--- config.mk ---
export PLATFORM = sky130hd
export DESIGN_NAME = muldiv_unit
export DESIGN_NICKNAME = d
export VERILOG_FILES = /design/src/rtl/muldiv_unit.sv
export SDC_FILE = /design/constraint.sdc
export NUM_CORES = 2
export LEC_CHECK = 0
export ABC_AREA = 1
export BUFFER_PORTS_ARGS = -buffer_cell sky130_fd_sc_hd__clkbuf_2
export CAP_MARGIN = 5
export CORE_MARGIN = 2
export CORE_UTILIZATION = 64
export CTS_CLUSTER_SIZE = 30
export DETAILED_ROUTE_END_ITERATION = 16
export GPL_TIMING_DRIVEN = 0
export PLACE_DENSITY_LB_ADDON = 0.05
export SLEW_MARGIN = 20
export SYNTH_ARGS = -nofsm -noshare
export SYNTH_HDL_FRONTEND = slang
export SYNTH_SLANG_ARGS = --single-unit
export TNS_END_PERCENT = 5
--- constraint.sdc ---
create_clock -name clk -period 11 [get_ports clk]
set_input_delay 1.65 -clock clk [delete_from_list [all_inputs] [get_ports clk]]
set_output_delay 1.65 -clock clk [all_outputs]
set_load 0.05 [all_outputs]
--- src/rtl/muldiv_unit.sv ---
// muldiv_unit: multi-cycle integer multiply/divide unit with architectural
// HI/LO registers.
//
// Ports:
//   clk          rising-edge clock
//   rst          synchronous active-high reset
//   start        request an operation (taken only while busy=0)
//   op[1:0]      0=MULT, 1=MULTU, 2=DIV, 3=DIVU
//   X, Y         32-bit operands, latched in the accept cycle
//   hi_we, lo_we MTHI/MTLO write enables (honoured only when idle and no start)
//   wdata        MTHI/MTLO write data
//   HI, LO       architectural result registers
//   busy         operation in flight (MUL, DIV, FIX states)
//   done         one-cycle pulse, HI/LO already hold the new result
//   div_by_zero  valid with done; divide with Y=0
module muldiv_unit #(
   parameter int MUL_CYCLES = 4
) (
   input  logic        clk,
   input  logic        rst,
   input  logic        start,
   input  logic [1:0]  op,
   input  logic [31:0] X,
   input  logic [31:0] Y,
   input  logic        hi_we,
   input  logic        lo_we,
   input  logic [31:0] wdata,
   output logic [31:0] HI,
   output logic [31:0] LO,
   output logic        busy,
   output logic        done,
   output logic        div_by_zero
);

   typedef enum logic [2:0] {
      S_IDLE = 3'd0,
      S_MUL  = 3'd1,
      S_DIV  = 3'd2,
      S_FIX  = 3'd3,
      S_DONE = 3'd4
   } state_t;

   localparam logic [5:0] MUL_LAST = 6'(MUL_CYCLES - 1);
   localparam logic [5:0] DIV_LAST = 6'd31;

   state_t      state_r, state_s;
   logic [1:0]  op_r;
   logic [31:0] x_r, y_r;
   logic [31:0] rem_r, quo_r, dvs_r;
   logic        neg_q_r, neg_rem_r;
   logic [5:0]  cnt_r;
   logic [31:0] hi_r, lo_r;
   logic        busy_r, done_r, dbz_r;

   logic        accept_s, is_div_s, y_zero_s, div_signed_s;
   logic [63:0] x_ext_s, y_ext_s, prod_s;
   logic [32:0] shifted_s, trial_s;

   function automatic logic [31:0] neg32(input logic [31:0] v);
      return ~v + 32'd1;
   endfunction

   function automatic logic [31:0] mag32(input logic [31:0] v, input logic signed_op);
      return (signed_op && v[31]) ? neg32(v) : v;
   endfunction

   assign accept_s     = start && ((state_r == S_IDLE) || (state_r == S_DONE));
   assign is_div_s     = op[1];
   assign y_zero_s     = (Y == 32'd0);
   assign div_signed_s = ~op[0];

   // Operands extended to 64 bits; the low 64 bits of the product are exact
   // for both signed and unsigned interpretations.
   assign x_ext_s = op_r[0] ? {32'd0, x_r} : {{32{x_r[31]}}, x_r};
   assign y_ext_s = op_r[0] ? {32'd0, y_r} : {{32{y_r[31]}}, y_r};
   assign prod_s  = x_ext_s * y_ext_s;

   // Restoring divide step: bring in the next dividend bit and trial-subtract.
   assign shifted_s = {rem_r, quo_r[31]};
   assign trial_s   = shifted_s - {1'b0, dvs_r};

   // State register.
   always_ff @(posedge clk) begin
      if (rst) begin
         state_r <= S_IDLE;
      end else begin
         state_r <= state_s;
      end
   end

   // Next-state logic.
   always_comb begin
      state_s = state_r;
      case (state_r)
         S_IDLE, S_DONE: begin
            if (!accept_s) begin
               state_s = S_IDLE;
            end else if (!is_div_s) begin
               state_s = S_MUL;
            end else if (y_zero_s) begin
               state_s = S_DONE;
            end else begin
               state_s = S_DIV;
            end
         end
         S_MUL: begin
            if (cnt_r == MUL_LAST) begin
               state_s = S_DONE;
            end else begin
               state_s = S_MUL;
            end
         end
         S_DIV: begin
            if (cnt_r == DIV_LAST) begin
               state_s = S_FIX;
            end else begin
               state_s = S_DIV;
            end
         end
         S_FIX:   state_s = S_DONE;
         default: state_s = S_IDLE;
      endcase
   end

   // Operand capture, iteration datapath and HI/LO register updates.
   always_ff @(posedge clk) begin
      if (rst) begin
         op_r      <= 2'd0;
         x_r       <= 32'd0;
         y_r       <= 32'd0;
         rem_r     <= 32'd0;
         quo_r     <= 32'd0;
         dvs_r     <= 32'd0;
         neg_q_r   <= 1'b0;
         neg_rem_r <= 1'b0;
         cnt_r     <= 6'd0;
         hi_r      <= 32'd0;
         lo_r      <= 32'd0;
      end else begin
         case (state_r)
            S_IDLE, S_DONE: begin
               if (accept_s) begin
                  // A start wins over MTHI/MTLO in the same cycle.
                  op_r      <= op;
                  x_r       <= X;
                  y_r       <= Y;
                  cnt_r     <= 6'd0;
                  rem_r     <= 32'd0;
                  quo_r     <= mag32(X, div_signed_s);
                  dvs_r     <= mag32(Y, div_signed_s);
                  neg_q_r   <= div_signed_s && (X[31] ^ Y[31]);
                  neg_rem_r <= div_signed_s && X[31];
                  if (is_div_s && y_zero_s) begin
                     hi_r <= X;
                     lo_r <= 32'hFFFF_FFFF;
                  end
               end else begin
                  if (hi_we) begin
                     hi_r <= wdata;
                  end
                  if (lo_we) begin
                     lo_r <= wdata;
                  end
               end
            end
            S_MUL: begin
               if (cnt_r == MUL_LAST) begin
                  cnt_r <= 6'd0;
                  hi_r  <= prod_s[63:32];
                  lo_r  <= prod_s[31:0];
               end else begin
                  cnt_r <= cnt_r + 6'd1;
               end
            end
            S_DIV: begin
               cnt_r <= (cnt_r == DIV_LAST) ? 6'd0 : cnt_r + 6'd1;
               if (!trial_s[32]) begin
                  rem_r <= trial_s[31:0];
                  quo_r <= {quo_r[30:0], 1'b1};
               end else begin
                  rem_r <= shifted_s[31:0];
                  quo_r <= {quo_r[30:0], 1'b0};
               end
            end
            S_FIX: begin
               // Quotient takes the XOR of signs, remainder the dividend sign.
               lo_r <= neg_q_r   ? neg32(quo_r) : quo_r;
               hi_r <= neg_rem_r ? neg32(rem_r) : rem_r;
            end
            default: begin
               cnt_r <= 6'd0;
            end
         endcase
      end
   end

   // Status outputs registered from the next state.
   always_ff @(posedge clk) begin
      if (rst) begin
         busy_r <= 1'b0;
         done_r <= 1'b0;
         dbz_r  <= 1'b0;
      end else begin
         busy_r <= (state_s == S_MUL) || (state_s == S_DIV) || (state_s == S_FIX);
         done_r <= (state_s == S_DONE);
         dbz_r  <= accept_s && is_div_s && y_zero_s;
      end
   end

   assign HI          = hi_r;
   assign LO          = lo_r;
   assign busy        = busy_r;
   assign done        = done_r;
   assign div_by_zero = dbz_r;

endmodule
==> flow_summary.json <==
{
  "startpoint_type": "flip-flop",
  "cts_root_buf": "clkbuf_16",
  "cts_made_buffers": 27,
  "finalWorstSetupSlack_ns": 0.1112,
  "power_leakage_nw": 38.95,
  "firstDrtPassIters": 10,
  "synth_edf_count": 0,
  "endpoint_kind": "flip-flop",
  "synthArstFlopShare": 0,
  "reg2reg_slack_ns": 0.11,
  "synth_top_area_frac": 0.4357,
  "route.met2.wl_mm": 112.8,
  "cp_max_fo": 10,
  "finalSetupViolations": 0,
  "synth_commonest_cells": "inv_1, nand2_1, fa_1, nor2_1, ha_1",
  "syn_area_mm2": 0.06524,
  "yosysSeqAreaShare": 0.07303,
  "max_freq_mhz": 91.84,
  "grt-ovfl-total": 0,
  "grt.total_usage": 0.5456,
  "clk_pin_slew_ns": 0.07,
  "final_nets": 10653,
  "cp_num_buf_inv": 10,
  "yosysUniqueCellTypes": 60,
  "drive_gt1_frac": 0.04532,
  "rr_startpoint": "op_r[0]$_SDFFE_PP0P_",
  "synthTopCellsByArea": "fa_1, inv_1, nand2_1",
  "yosysTopAreaCell": "fa_1",
  "top_layer": "met5",
  "antenna_found_initial": 20,
  "pin_count": 170,
  "power.density_mw_per_mm2": 306.4,
  "slowest_stage": "fa_2",
  "slew_headroom": 0.1038,
  "worstRegToRegCells": 30,
  "clock_latency_ns": 0.60,
  "dp.cells": 10124,
  "wl_mm": 280.0,
  "status": "complete, no violations",
  "max_stage_delay_ns": 0.77,
  "ir_drop_mv": 0.9519,
  "initial_core_util": 0.6431,
  "grt_max_degree": 23,
  "fp.dieW_um": 323.3,
  "place_hpwl_mm": 233.0,
  "globalplace.congestion": 1.179,
  "numPortBuffers": 168,
  "dieArea_mm2": 0.1045,
  "route.detailed.drc": 0,
  "avgSynthCellArea_um2": 7.597,
  "timing.final.crit_share": 0.9899,
  "hold_ws_ns": 0.4970,
  "path_class": "flip-flop to flip-flop",
  "max_cap_viol_count": 0,
  "worst_slew_pin_slew_ns": 1.344,
  "ys_seq_elements": 238,
  "wl_met1_mm": 91.95,
  "synth_ff_type": "dfxtp_1",
  "syn_to_final_growth_pct": 5.654,
  "crit_start": "op_r[0]$_SDFFE_PP0P_",
  "finalClockSkew_ns": 0.03764,
  "hold_class": "flip-flop to flip-flop",
  "cts_sinks": 238,
  "rsz0062_at_grt": "false",
  "cts_hold_buf": 0,
  "drtAntennaViolNets": 0,
  "die_h_um": 323.3,
  "grt_pass1_vias": 62117,
  "core_area_mm2": 0.1014,
  "vias": 61562,
  "cp_data_required_time_ns": 11.49,
  "cp_common_cell": "fa_1",
  "cp.depth": 30,
  "setup_tns_ns": 0,
  "cp-endpoint": "HI[30]$_SDFFE_PP0P_",
  "rr_endpoint": "HI[30]$_SDFFE_PP0P_",
  "cts_tree": "done",
  "vias_per_cell": 6.044,
  "synth_most_common_cell": "inv_1",
  "yosys_warnings": 0,
  "fp-row-count": 117,
  "cts_buffer_depth": 3,
  "min_period_ns": 10.89,
  "critical-path-top-delay-family": "adder cells",
  "syn_nets": 10455,
  "wl_per_cell_um": 27.49,
  "drt_iter0_markers": 9087,
  "wl_met3_mm": 43.37,
  "synthCells": 8587,
  "htree_levels": 1,
  "grt_pass1_wl_mm": 404.7,
  "instances_no_fill": 10185,
  "hold_viol_final": 0,
  "critPathArrivalTime_ns": 11.38,
  "place_ws_ns": -1.386,
  "drv_slew": 0
}
## sequential cells by signal (all words and copies together) (netlist names)
name	flops
rem_r	32
neg_rem_r	1
dvs_r	31
neg_q_r	1
HI	32
op_r	1
state_r	3
x_r	32
cnt_r	6
busy	1
LO	32
y_r	32
quo_r	32
div_by_zero	1
done	1
## cell families after synthesis
group | count (synthesis) | share of synthesized area
compound gates | 870 | 0.07700
xor+xnor | 58 | 0.007787
fa+ha+maj | 1765 | 0.5019
buf+inv | 2929 | 0.1701
flops | 238 | 0.07303
simple gates | 2727 | 0.1701
## worst min-delay path: stages, from the launching register on
cell,delay [ns]
dfxtp_1,0.31
nand2_1,0.06
a31oi_1,0.07
## power by group
part | switching [mW] | internal (mW)
clock | 0.420 | 0.597
combinational | 13.0 | 6.03
sequential | 0.101 | 0.959
total | 13.5 | 7.59
## repair_timing
item | in CTS | in global routing
pin swaps | 0 | 0
endpoints found under the setup margin | 21 | 10
setup buffers | 0 | 2
resized for setup | 10 | 25
## layout make-up
| class | count | area (um^2) |
|---|---|---|
| clock inverter | 19 | 261.5 |
| multi-input combinational | 5420 | 49400 |
| clock buffer | 30 | 696.9 |
| buffer | 377 | 1593 |
| sequential | 238 | 4766 |
| antenna | 12 | 30.03 |
| inverter | 2549 | 9572 |
| timing repair buffer | 172 | 895.9 |
| tap | 1368 | 1712 |
| fill | 8519 | 32520 |
## how the worst min path moves through the flow
stage	to	slack (ns)	from	cells after the start
after floorplan	dvs_r[28]$_SDFFE_PP0P_	0.45	dvs_r[28]$_SDFFE_PP0P_	2
after global placement	dvs_r[28]$_SDFFE_PP0P_	0.46	dvs_r[28]$_SDFFE_PP0P_	2
after detailed placement	dvs_r[28]$_SDFFE_PP0P_	0.48	dvs_r[28]$_SDFFE_PP0P_	2
after CTS	dvs_r[28]$_SDFFE_PP0P_	0.49	dvs_r[28]$_SDFFE_PP0P_	2
after global routing	dvs_r[15]$_SDFFE_PP0P_	0.51	dvs_r[15]$_SDFFE_PP0P_	2
final	dvs_r[19]$_SDFFE_PP0P_	0.50	dvs_r[19]$_SDFFE_PP0P_	2
## stage by stage
step | area [um^2] | util | power [mW]
final | 68930 | 0.6794 | 21.12
after global routing | 68900 | 0.6792 | 22.51
after CTS | 68810 | 0.6783 | 20.33
after detailed placement | 67850 | 0.6688 | 19.21
after global placement | 67790 | 0.6682 | 18.86
after floorplan | 65240 | - | 12.61
## layout by cell type (no fill, tap or decap), types with 10 or more instances in the layout
cell	n
inv_1	2539
nand2_1	1732
fa_1	1417
nor2_1	562
ha_1	345
clkbuf_1	293
a21oi_1	289
o21ai_0	282
dfxtp_1	237
nand3_1	221
clkbuf_2	217
a31oi_1	52
nand4_1	50
nor3_1	50
o211ai_1	47
o21ai_1	43
or2_2	33
a211oi_1	32
xor2_1	30
o22ai_1	28
xnor2_1	28
clkbuf_16	27
o21bai_1	19
nand3b_1	17
buf_2	15
nor4_1	13
diode_2	12
o221ai_1	12
o21a_1	11
a21o_1	10
nor2_2	10
## per-layer routing
| metal | track usage | vias to the layer above |
|---|---|---|
| met5 | 0 | - |
| met4 | 0.4625 | 36 |
| met3 | 0.2260 | 1574 |
| met2 | 0.7565 | 5017 |
| met1 | 0.6574 | 29606 |
| li1 | - | 25329 |
Note: power is estimated with default switching activity, not from simulation.
